==> config.mk <==
export PLATFORM = sky130hd
export DESIGN_NAME = ppr_test_sequencer
export DESIGN_NICKNAME = d
export VERILOG_FILES = /design/src/rtl/ppr_test_pkg.sv /design/src/rtl/rise_detect.sv /design/src/rtl/ppr_test_sequencer.sv
export SDC_FILE = /design/constraint.sdc
export NUM_CORES = 1
export LEC_CHECK = 0
export BUFFER_PORTS_ARGS = -buffer_cell sky130_fd_sc_hd__buf_2
export CAP_MARGIN = 15
export CORE_UTILIZATION = 50
export CTS_CLUSTER_DIAMETER = 120
export DETAILED_ROUTE_END_ITERATION = 7
export PLACE_DENSITY = 0.69
export SLEW_MARGIN = 10
export SYNTH_ARGS = -nofsm -noshare
export SYNTH_HDL_FRONTEND = slang
export SYNTH_SLANG_ARGS = --single-unit
==> constraint.sdc <==
create_clock -name Clk -period 7.8 [get_ports Clk]
set_input_delay 1.56 -clock Clk [delete_from_list [all_inputs] [get_ports Clk]]
set_output_delay 1.56 -clock Clk [all_outputs]
set_load 0.005 [all_outputs]
==> src/rtl/ppr_test_pkg.sv <==
// Shared types and default constants for the PPR encoder test sequencer.
package ppr_test_pkg;

    localparam int unsigned PPR_DEFAULT     = 2048;
    localparam int unsigned GAP_DEFAULT     = 4;
    localparam int unsigned CNT_W_DEFAULT   = 16;
    localparam int unsigned REV_W_DEFAULT   = 8;
    localparam int unsigned TIMEOUT_DEFAULT = 1000000;

    typedef enum logic [2:0] {
        IDLE,
        START,
        WAIT_Z0,
        COUNT,
        GAP_WAIT,
        FINISH
    } seq_state_e;

endpackage

==> src/rtl/rise_detect.sv <==
// Registered 1-bit rising-edge detector; the pulse appears one cycle after
// the input is first sampled high.
module rise_detect (
    input  logic clk,
    input  logic rst,
    input  logic d,
    output logic rise
);

    logic d_q, d_d;
    logic rise_q, rise_d;

    always_comb begin
        d_d    = d;
        rise_d = d & ~d_q;
    end

    always_ff @(posedge clk) begin
        if (rst) begin
            d_q    <= 1'b0;
            rise_q <= 1'b0;
        end else begin
            d_q    <= d_d;
            rise_q <= rise_d;
        end
    end

    assign rise = rise_q;

endmodule

==> src/rtl/ppr_test_sequencer.sv <==
// Test controller for the PPR encoder simulator: starts revolutions and counts
// A edges between Z markers. Define SEQ_INPUT_SYNC_EN to synchronize AIn/ZIn.
module ppr_test_sequencer
    import ppr_test_pkg::*;
#(
    parameter int unsigned PPR     = PPR_DEFAULT,
    parameter int unsigned CNT_W   = CNT_W_DEFAULT,
    parameter int unsigned REV_W   = REV_W_DEFAULT,
    parameter int unsigned GAP     = GAP_DEFAULT,
    parameter int unsigned TIMEOUT = TIMEOUT_DEFAULT
) (
    input  logic             Clk,
    input  logic             Rst,
    input  logic             Go,
    input  logic [REV_W-1:0] RevCount,
    output logic             SimStart,
    input  logic             AIn,
    input  logic             ZIn,
    output logic             Busy,
    output logic             Done,
    output logic             Pass,
    output logic [REV_W-1:0] ErrCount,
    output logic [CNT_W-1:0] LastCount,
    output logic             Timeout
);

    localparam int unsigned TO_W  = $clog2(TIMEOUT + 1);
    localparam int unsigned GAP_W = (GAP > 1) ? $clog2(GAP) : 1;

    logic a_src, z_src;
    logic go_rise, a_rise, z_rise;

`ifdef SEQ_INPUT_SYNC_EN
    // Two-flop synchronizers for inputs arriving from a real encoder.
    logic [1:0] a_sync_q, a_sync_d;
    logic [1:0] z_sync_q, z_sync_d;

    always_comb begin
        a_sync_d = {a_sync_q[0], AIn};
        z_sync_d = {z_sync_q[0], ZIn};
    end

    always_ff @(posedge Clk) begin
        if (Rst) begin
            a_sync_q <= 2'b00;
            z_sync_q <= 2'b00;
        end else begin
            a_sync_q <= a_sync_d;
            z_sync_q <= z_sync_d;
        end
    end

    assign a_src = a_sync_q[1];
    assign z_src = z_sync_q[1];
`else
    assign a_src = AIn;
    assign z_src = ZIn;
`endif

    rise_detect u_go_rise (.clk(Clk), .rst(Rst), .d(Go),    .rise(go_rise));
    rise_detect u_a_rise  (.clk(Clk), .rst(Rst), .d(a_src), .rise(a_rise));
    rise_detect u_z_rise  (.clk(Clk), .rst(Rst), .d(z_src), .rise(z_rise));

    seq_state_e       state_q, state_d;
    logic [REV_W-1:0] rev_left_q, rev_left_d;
    logic [CNT_W-1:0] cnt_q, cnt_d;
    logic [TO_W-1:0]  tcnt_q, tcnt_d;
    logic [GAP_W-1:0] gcnt_q, gcnt_d;
    logic             simstart_q, simstart_d;
    logic             busy_q, busy_d;
    logic             done_q, done_d;
    logic             pass_q, pass_d;
    logic [REV_W-1:0] err_cnt_q, err_cnt_d;
    logic [CNT_W-1:0] last_cnt_q, last_cnt_d;
    logic             timeout_q, timeout_d;

    logic [CNT_W-1:0] cnt_inc;
    logic [CNT_W-1:0] rev_total;
    logic [REV_W-1:0] err_inc;
    logic             to_hit;

    // Saturating helpers; rev_total folds in an A edge coincident with Z.
    always_comb begin
        cnt_inc   = (cnt_q == '1) ? cnt_q : cnt_q + CNT_W'(1);
        rev_total = a_rise ? cnt_inc : cnt_q;
        err_inc   = (err_cnt_q == '1) ? err_cnt_q : err_cnt_q + REV_W'(1);
        to_hit    = (tcnt_q == TO_W'(TIMEOUT));
    end

    always_comb begin
        state_d    = state_q;
        rev_left_d = rev_left_q;
        cnt_d      = cnt_q;
        tcnt_d     = tcnt_q;
        gcnt_d     = gcnt_q;
        pass_d     = pass_q;
        err_cnt_d  = err_cnt_q;
        last_cnt_d = last_cnt_q;
        timeout_d  = timeout_q;

        case (state_q)
            IDLE: begin
                if (go_rise) begin
                    rev_left_d = (RevCount == '0) ? REV_W'(1) : RevCount;
                    err_cnt_d  = '0;
                    pass_d     = 1'b0;
                    timeout_d  = 1'b0;
                    state_d    = START;
                end
            end
            START: begin
                cnt_d   = '0;
                tcnt_d  = '0;
                state_d = WAIT_Z0;
            end
            WAIT_Z0: begin
                if (z_rise) begin
                    tcnt_d  = '0;
                    state_d = COUNT;
                end else if (to_hit) begin
                    timeout_d = 1'b1;
                    err_cnt_d = err_inc;
                    state_d   = FINISH;
                end else begin
                    tcnt_d = tcnt_q + TO_W'(1);
                end
            end
            COUNT: begin
                cnt_d = rev_total;
                if (z_rise) begin
                    tcnt_d     = '0;
                    gcnt_d     = '0;
                    last_cnt_d = rev_total;
                    if (rev_total != CNT_W'(PPR)) begin
                        err_cnt_d = err_inc;
                    end
                    rev_left_d = rev_left_q - REV_W'(1);
                    state_d    = GAP_WAIT;
                end else if (to_hit) begin
                    timeout_d = 1'b1;
                    err_cnt_d = err_inc;
                    state_d   = FINISH;
                end else begin
                    tcnt_d = tcnt_q + TO_W'(1);
                end
            end
            GAP_WAIT: begin
                if (gcnt_q == GAP_W'(GAP - 1)) begin
                    state_d = (rev_left_q == '0) ? FINISH : START;
                end else begin
                    gcnt_d = gcnt_q + GAP_W'(1);
                end
            end
            FINISH: begin
                state_d = IDLE;
            end
            default: begin
                state_d = IDLE;
            end
        endcase

        // Strobes are registered so they line up with the state they flag.
        simstart_d = (state_d == START);
        done_d     = (state_d == FINISH);
        busy_d     = (state_d != IDLE) && (state_d != FINISH);
        if (state_d == FINISH) begin
            pass_d = (err_cnt_d == '0) && !timeout_d;
        end
    end

    always_ff @(posedge Clk) begin
        if (Rst) begin
            state_q    <= IDLE;
            rev_left_q <= '0;
            cnt_q      <= '0;
            tcnt_q     <= '0;
            gcnt_q     <= '0;
            simstart_q <= 1'b0;
            busy_q     <= 1'b0;
            done_q     <= 1'b0;
            pass_q     <= 1'b0;
            err_cnt_q  <= '0;
            last_cnt_q <= '0;
            timeout_q  <= 1'b0;
        end else begin
            state_q    <= state_d;
            rev_left_q <= rev_left_d;
            cnt_q      <= cnt_d;
            tcnt_q     <= tcnt_d;
            gcnt_q     <= gcnt_d;
            simstart_q <= simstart_d;
            busy_q     <= busy_d;
            done_q     <= done_d;
            pass_q     <= pass_d;
            err_cnt_q  <= err_cnt_d;
            last_cnt_q <= last_cnt_d;
            timeout_q  <= timeout_d;
        end
    end

    assign SimStart  = simstart_q;
    assign Busy      = busy_q;
    assign Done      = done_q;
    assign Pass      = pass_q;
    assign ErrCount  = err_cnt_q;
    assign LastCount = last_cnt_q;
    assign Timeout   = timeout_q;

endmodule

==> key figures <==
Final layout
  – Storage cell area: about 0.0017 mm^2
  – Nets@finish: 688
  – Ant diodes: 0
  – Non-filler cells, final: 807
  – Post-route cell area: about 0.0054 mm^2
  – FILL cells: between 900 and 1000
  – P&R area growth vs syn: 8.13%
  – Layout cell share with drive strength beyond 1: around an eighth
  – Multi-input gate area: ~0.0030 mm^2

Synth
  – Sequential-to-total area share from yosys stat: between 30% and 40%
  – Synth area leader: dfxtp_1
  – Synth Area in XOR/XNOR: under 10%
  – Share of the synthesized area in the top cell type: about 34%
  – Synth unique cells: between 60 and 70
  – Post-synthesis simple-gate area fraction: 32.7%
  – Mapped Area: between 0.004 and 0.005 mm^2
  – Top FF cell, synth: dfxtp_1
  – Syn_area_per_cell: ~7.6 um^2
  – Post-synth EDFFs: 0
  – Compound-Gate Fraction of Synth Area: 19.5%
  – Adder-Cell Fraction of Synth Area: about 1.5%
  – Ranking of synthesized cells by area: dfxtp_1, nor2_1, a21oi_1, nand2_1, o21ai_0
  – Synth warn: 0
  – Largest family of logic cells by synthesized area: simple AND/OR/NAND/NOR gates
  – Synth Register Bits: 84
  – Async S/R FF share, synth: 0%
  – Post-synthesis instance total: approximately 660
  – Synth Net Count: 675
  – Mux cell area share after synthesis: 1.96%

Worst setup path
  – CP Class: reg -> reg
  – Worst setup EP type: flip-flop
  – WP data arrival: 4.09 ns
  – Slowest stage delay, CP: 0.55 ns
  – CP required: 8.08 ns
  – Worst reg2reg path endpoint: Pass$_SDFFE_PP0P_
  – FF-to-FF setup slack: around 4 ns
  – Crit-path cells: ha_1, nand4_1, or4_1, a211o_1, a21oi_1, or4b_1, o21ai_0, nor4b_1, o2111ai_1, o31ai_2
  – Cell depth of the worst flop-to-flop path: 10
  – Worst R2R Start: cnt_q[0]$_SDFFE_PP0P_
  – CP max-delay cell: or4_1
  – CP Launch Type: flip-flop
  – Maximum fanout along the worst path: 10

CTS
  – Worst-path clk slew: ~0.090 ns
  – CTS tree: yes
  – CTS root buf: clkbuf_8
  – Cts bufs inserted: 9
  – # clock sinks: 84
  – Max clock buf depth: 2
  – H-tree depth: 3
  – Cts hold-fix bufs: 0
  – Postcts setup bufs: 0
  – Worst-Skew Late Latency: roughly 0.36 ns
  – Post-cts sizing count: 0

Hold path
  – Hold Startpoint: u_a_rise.d_q$_SDFF_PP0_
  – Hold Path Stages: 1
  – Hold Path End: u_a_rise.rise$_SDFF_PP0_
  – Hold crit path type: reg -> reg

STA
  – Sum of negative setup slack: 0 ns
  – Final worst path period need: between 3 and 4 ns
  – Maximum operating frequency: 0.262 GHz
  – WHS: around 0.39 ns
  – Final Hold Vio Count: 0
  – Slew margin rel.: between 30 and 40%
  – Clock skew: roughly 0.012 ns
  – Setup-failing EPs final: 0
  – Max-slew violations: 0
  – RSZ-0062 raised after global routing: no
  – Final period util: approximately half
  – Slew @ Worst Pin: about 1.0 ns

Power and ir drop
  – Leak pwr: roughly 1.9 nW
  – PD cells: 153 mW/mm^2
  – Peak supply drop: 0.000101 V
  – Design Power: between 800 and 900 uW

Die
  – Core Box Area: approximately 0.0097 mm^2
  – Boundary Pins: 42
  – Die area: between 0.01 and 0.015 mm^2
  – Die span in y: between 100 and 150 um
  – Die X: slightly above 100 um
  – Effective utilization at floorplan: around 51%
  – FP Rows: 36

Drt
  – Iteration-0 DRC Markers: 256
  – Antenna-violating nets left: 0
  – Total Wirelength: around 13000 um
  – Pre-Repair DR Iteration Count: 5
  – Post-DR vias/cell: between 5 and 6
  – DRC Markers: 0
  – DR vias: roughly 4800
  – WL per Instance: 15.8 um

Outcome
  – Status: complete, no violations

Place
  – GP Congestion: approximately 1
  – Area after DPL: just over 0.005 mm^2
  – Placed cell count: slightly below 800
  – Dpl hpwl: ~9000 um
  – Port-buffer cells: between 40 and 50

GRT
  – GRT busiest layer: met2
  – First-pass GRT wire length: between 20000 and 25000 um
  – Antenna violations before repair: 0
  – GR Util All Layers: 25.9%
  – GRT overflow: 0
  – Grt met3 use: 3.86%
  – Met2 usage: 41.5%
  – Largest net degree at the start of global routing: 58
  – Met1 Use GR: roughly a third
  – Vias in the first global route: between 4000 and 5000

Flow run
  – Max cap viols: 0
## final cells by class
type	count	area share [%]
clock buffer	11	2.63
clock inverter	5	1.14
inverter	15	1.05
multi-input combinational	515	56.5
sequential	84	31.3
tap	133	3.10
timing repair buffer	44	4.24
## report_power, final
group | switching [mW] | internal (mW) | leakage [nW] | total (mW)
Clock | 0.164 | 0.157 | 0.0918 | 0.321
Sequential | 0.00852 | 0.435 | 0.679 | 0.443
Combinational | 0.0373 | 0.0206 | 1.15 | 0.0580
Total | 0.209 | 0.613 | 1.92 | 0.822
## registers in the layout, indices dropped and copies added, names as in the netlist
name,cells
rev_left_q,8
Done,1
u_go_rise.d_q,1
Busy,1
u_a_rise.d_q,1
LastCount,16
Pass,1
u_go_rise.rise,1
SimStart,1
u_z_rise.rise,1
Timeout,1
tcnt_q,20
u_z_rise.d_q,1
state_q,3
gcnt_q,2
cnt_q,16
ErrCount,8
u_a_rise.rise,1
## stage by stage
stage,setup WS [ns],util [%]
2_1_floorplan,4.58,-
3_3_place_gp,4.06,53.3
3_5_place_dp,4.01,53.3
4_1_cts,4.07,55.4
5_1_grt,3.77,55.5
6_report,3.99,55.5
## cells by family (layout without fill, tap and decap cells)
logic type                 count (synthesis)  after routing
muxes                                      9              9
xor gates and xnor gates                  30             30
adders and majority gates                  6              6
and+or+nand+nor                          317            317
DFF                                       84             84
AOI/OAI and AO/OA                        153            153
buffers and inverters                     57             75
## cells in the final DEF, fill, tap and decap left out, types with 15 or more instances in the layout
cell type / count
nand4_1: 15
a21oi_1: 47
nand2_1: 53
a211oi_1: 16
dfxtp_1: 84
buf_2: 41
nor2_1: 95
nand3_1: 30
xor2_1: 17
nor3_1: 26
o21ai_0: 35
## cells in the mapped netlist, drive strengths merged (4+ instances only)
library cell,instances
and2,9
nand3,30
nor4,15
nand4,16
and3,9
nand2,53
a22oi,9
ha,6
or4,5
buf,16
nand2b,11
inv,14
nor2b,14
xnor2,13
or2,8
a21oi,47
nor3,26
a31oi,6
clkbuf,26
mux2i,6
a21o,5
or3,9
a211oi,16
nor2,96
o21ai,36
dfxtp,84
nor4b,4
xor2,17
## worst max path at each step
| stage | depth (start not counted) | from | slack, ns | endpoint |
|---|---|---|---|---|
| detailed placement | 8 | Rst | 4.01 | Pass$_SDFFE_PP0P_ |
| global route | 10 | cnt_q[0]$_SDFFE_PP0P_ | 3.77 | Pass$_SDFFE_PP0P_ |
| finish | 10 | cnt_q[0]$_SDFFE_PP0P_ | 3.99 | Pass$_SDFFE_PP0P_ |
| CTS | 10 | cnt_q[0]$_SDFFE_PP0P_ | 4.07 | Pass$_SDFFE_PP0P_ |
| floorplan | 10 | cnt_q[1]$_SDFFE_PP0P_ | 4.58 | Pass$_SDFFE_PP0P_ |
| global placement | 8 | Rst | 4.06 | Pass$_SDFFE_PP0P_ |
## layer usage
metal  part of all wire (%)  routed length (um)
met4                    1.8                 231
met3                    5.3                 679
met1                     47                5960
met5                      0                   0
met2                     46                5900
## critical path: cells and delay by family (launching register included)
kind | cells | cell delay (ns)
compound gates | 5 | 1.16
fa+ha+maj | 1 | 0.35
flops | 1 | 0.50
simple gates | 4 | 1.73
(Power assumes the default switching activity.)
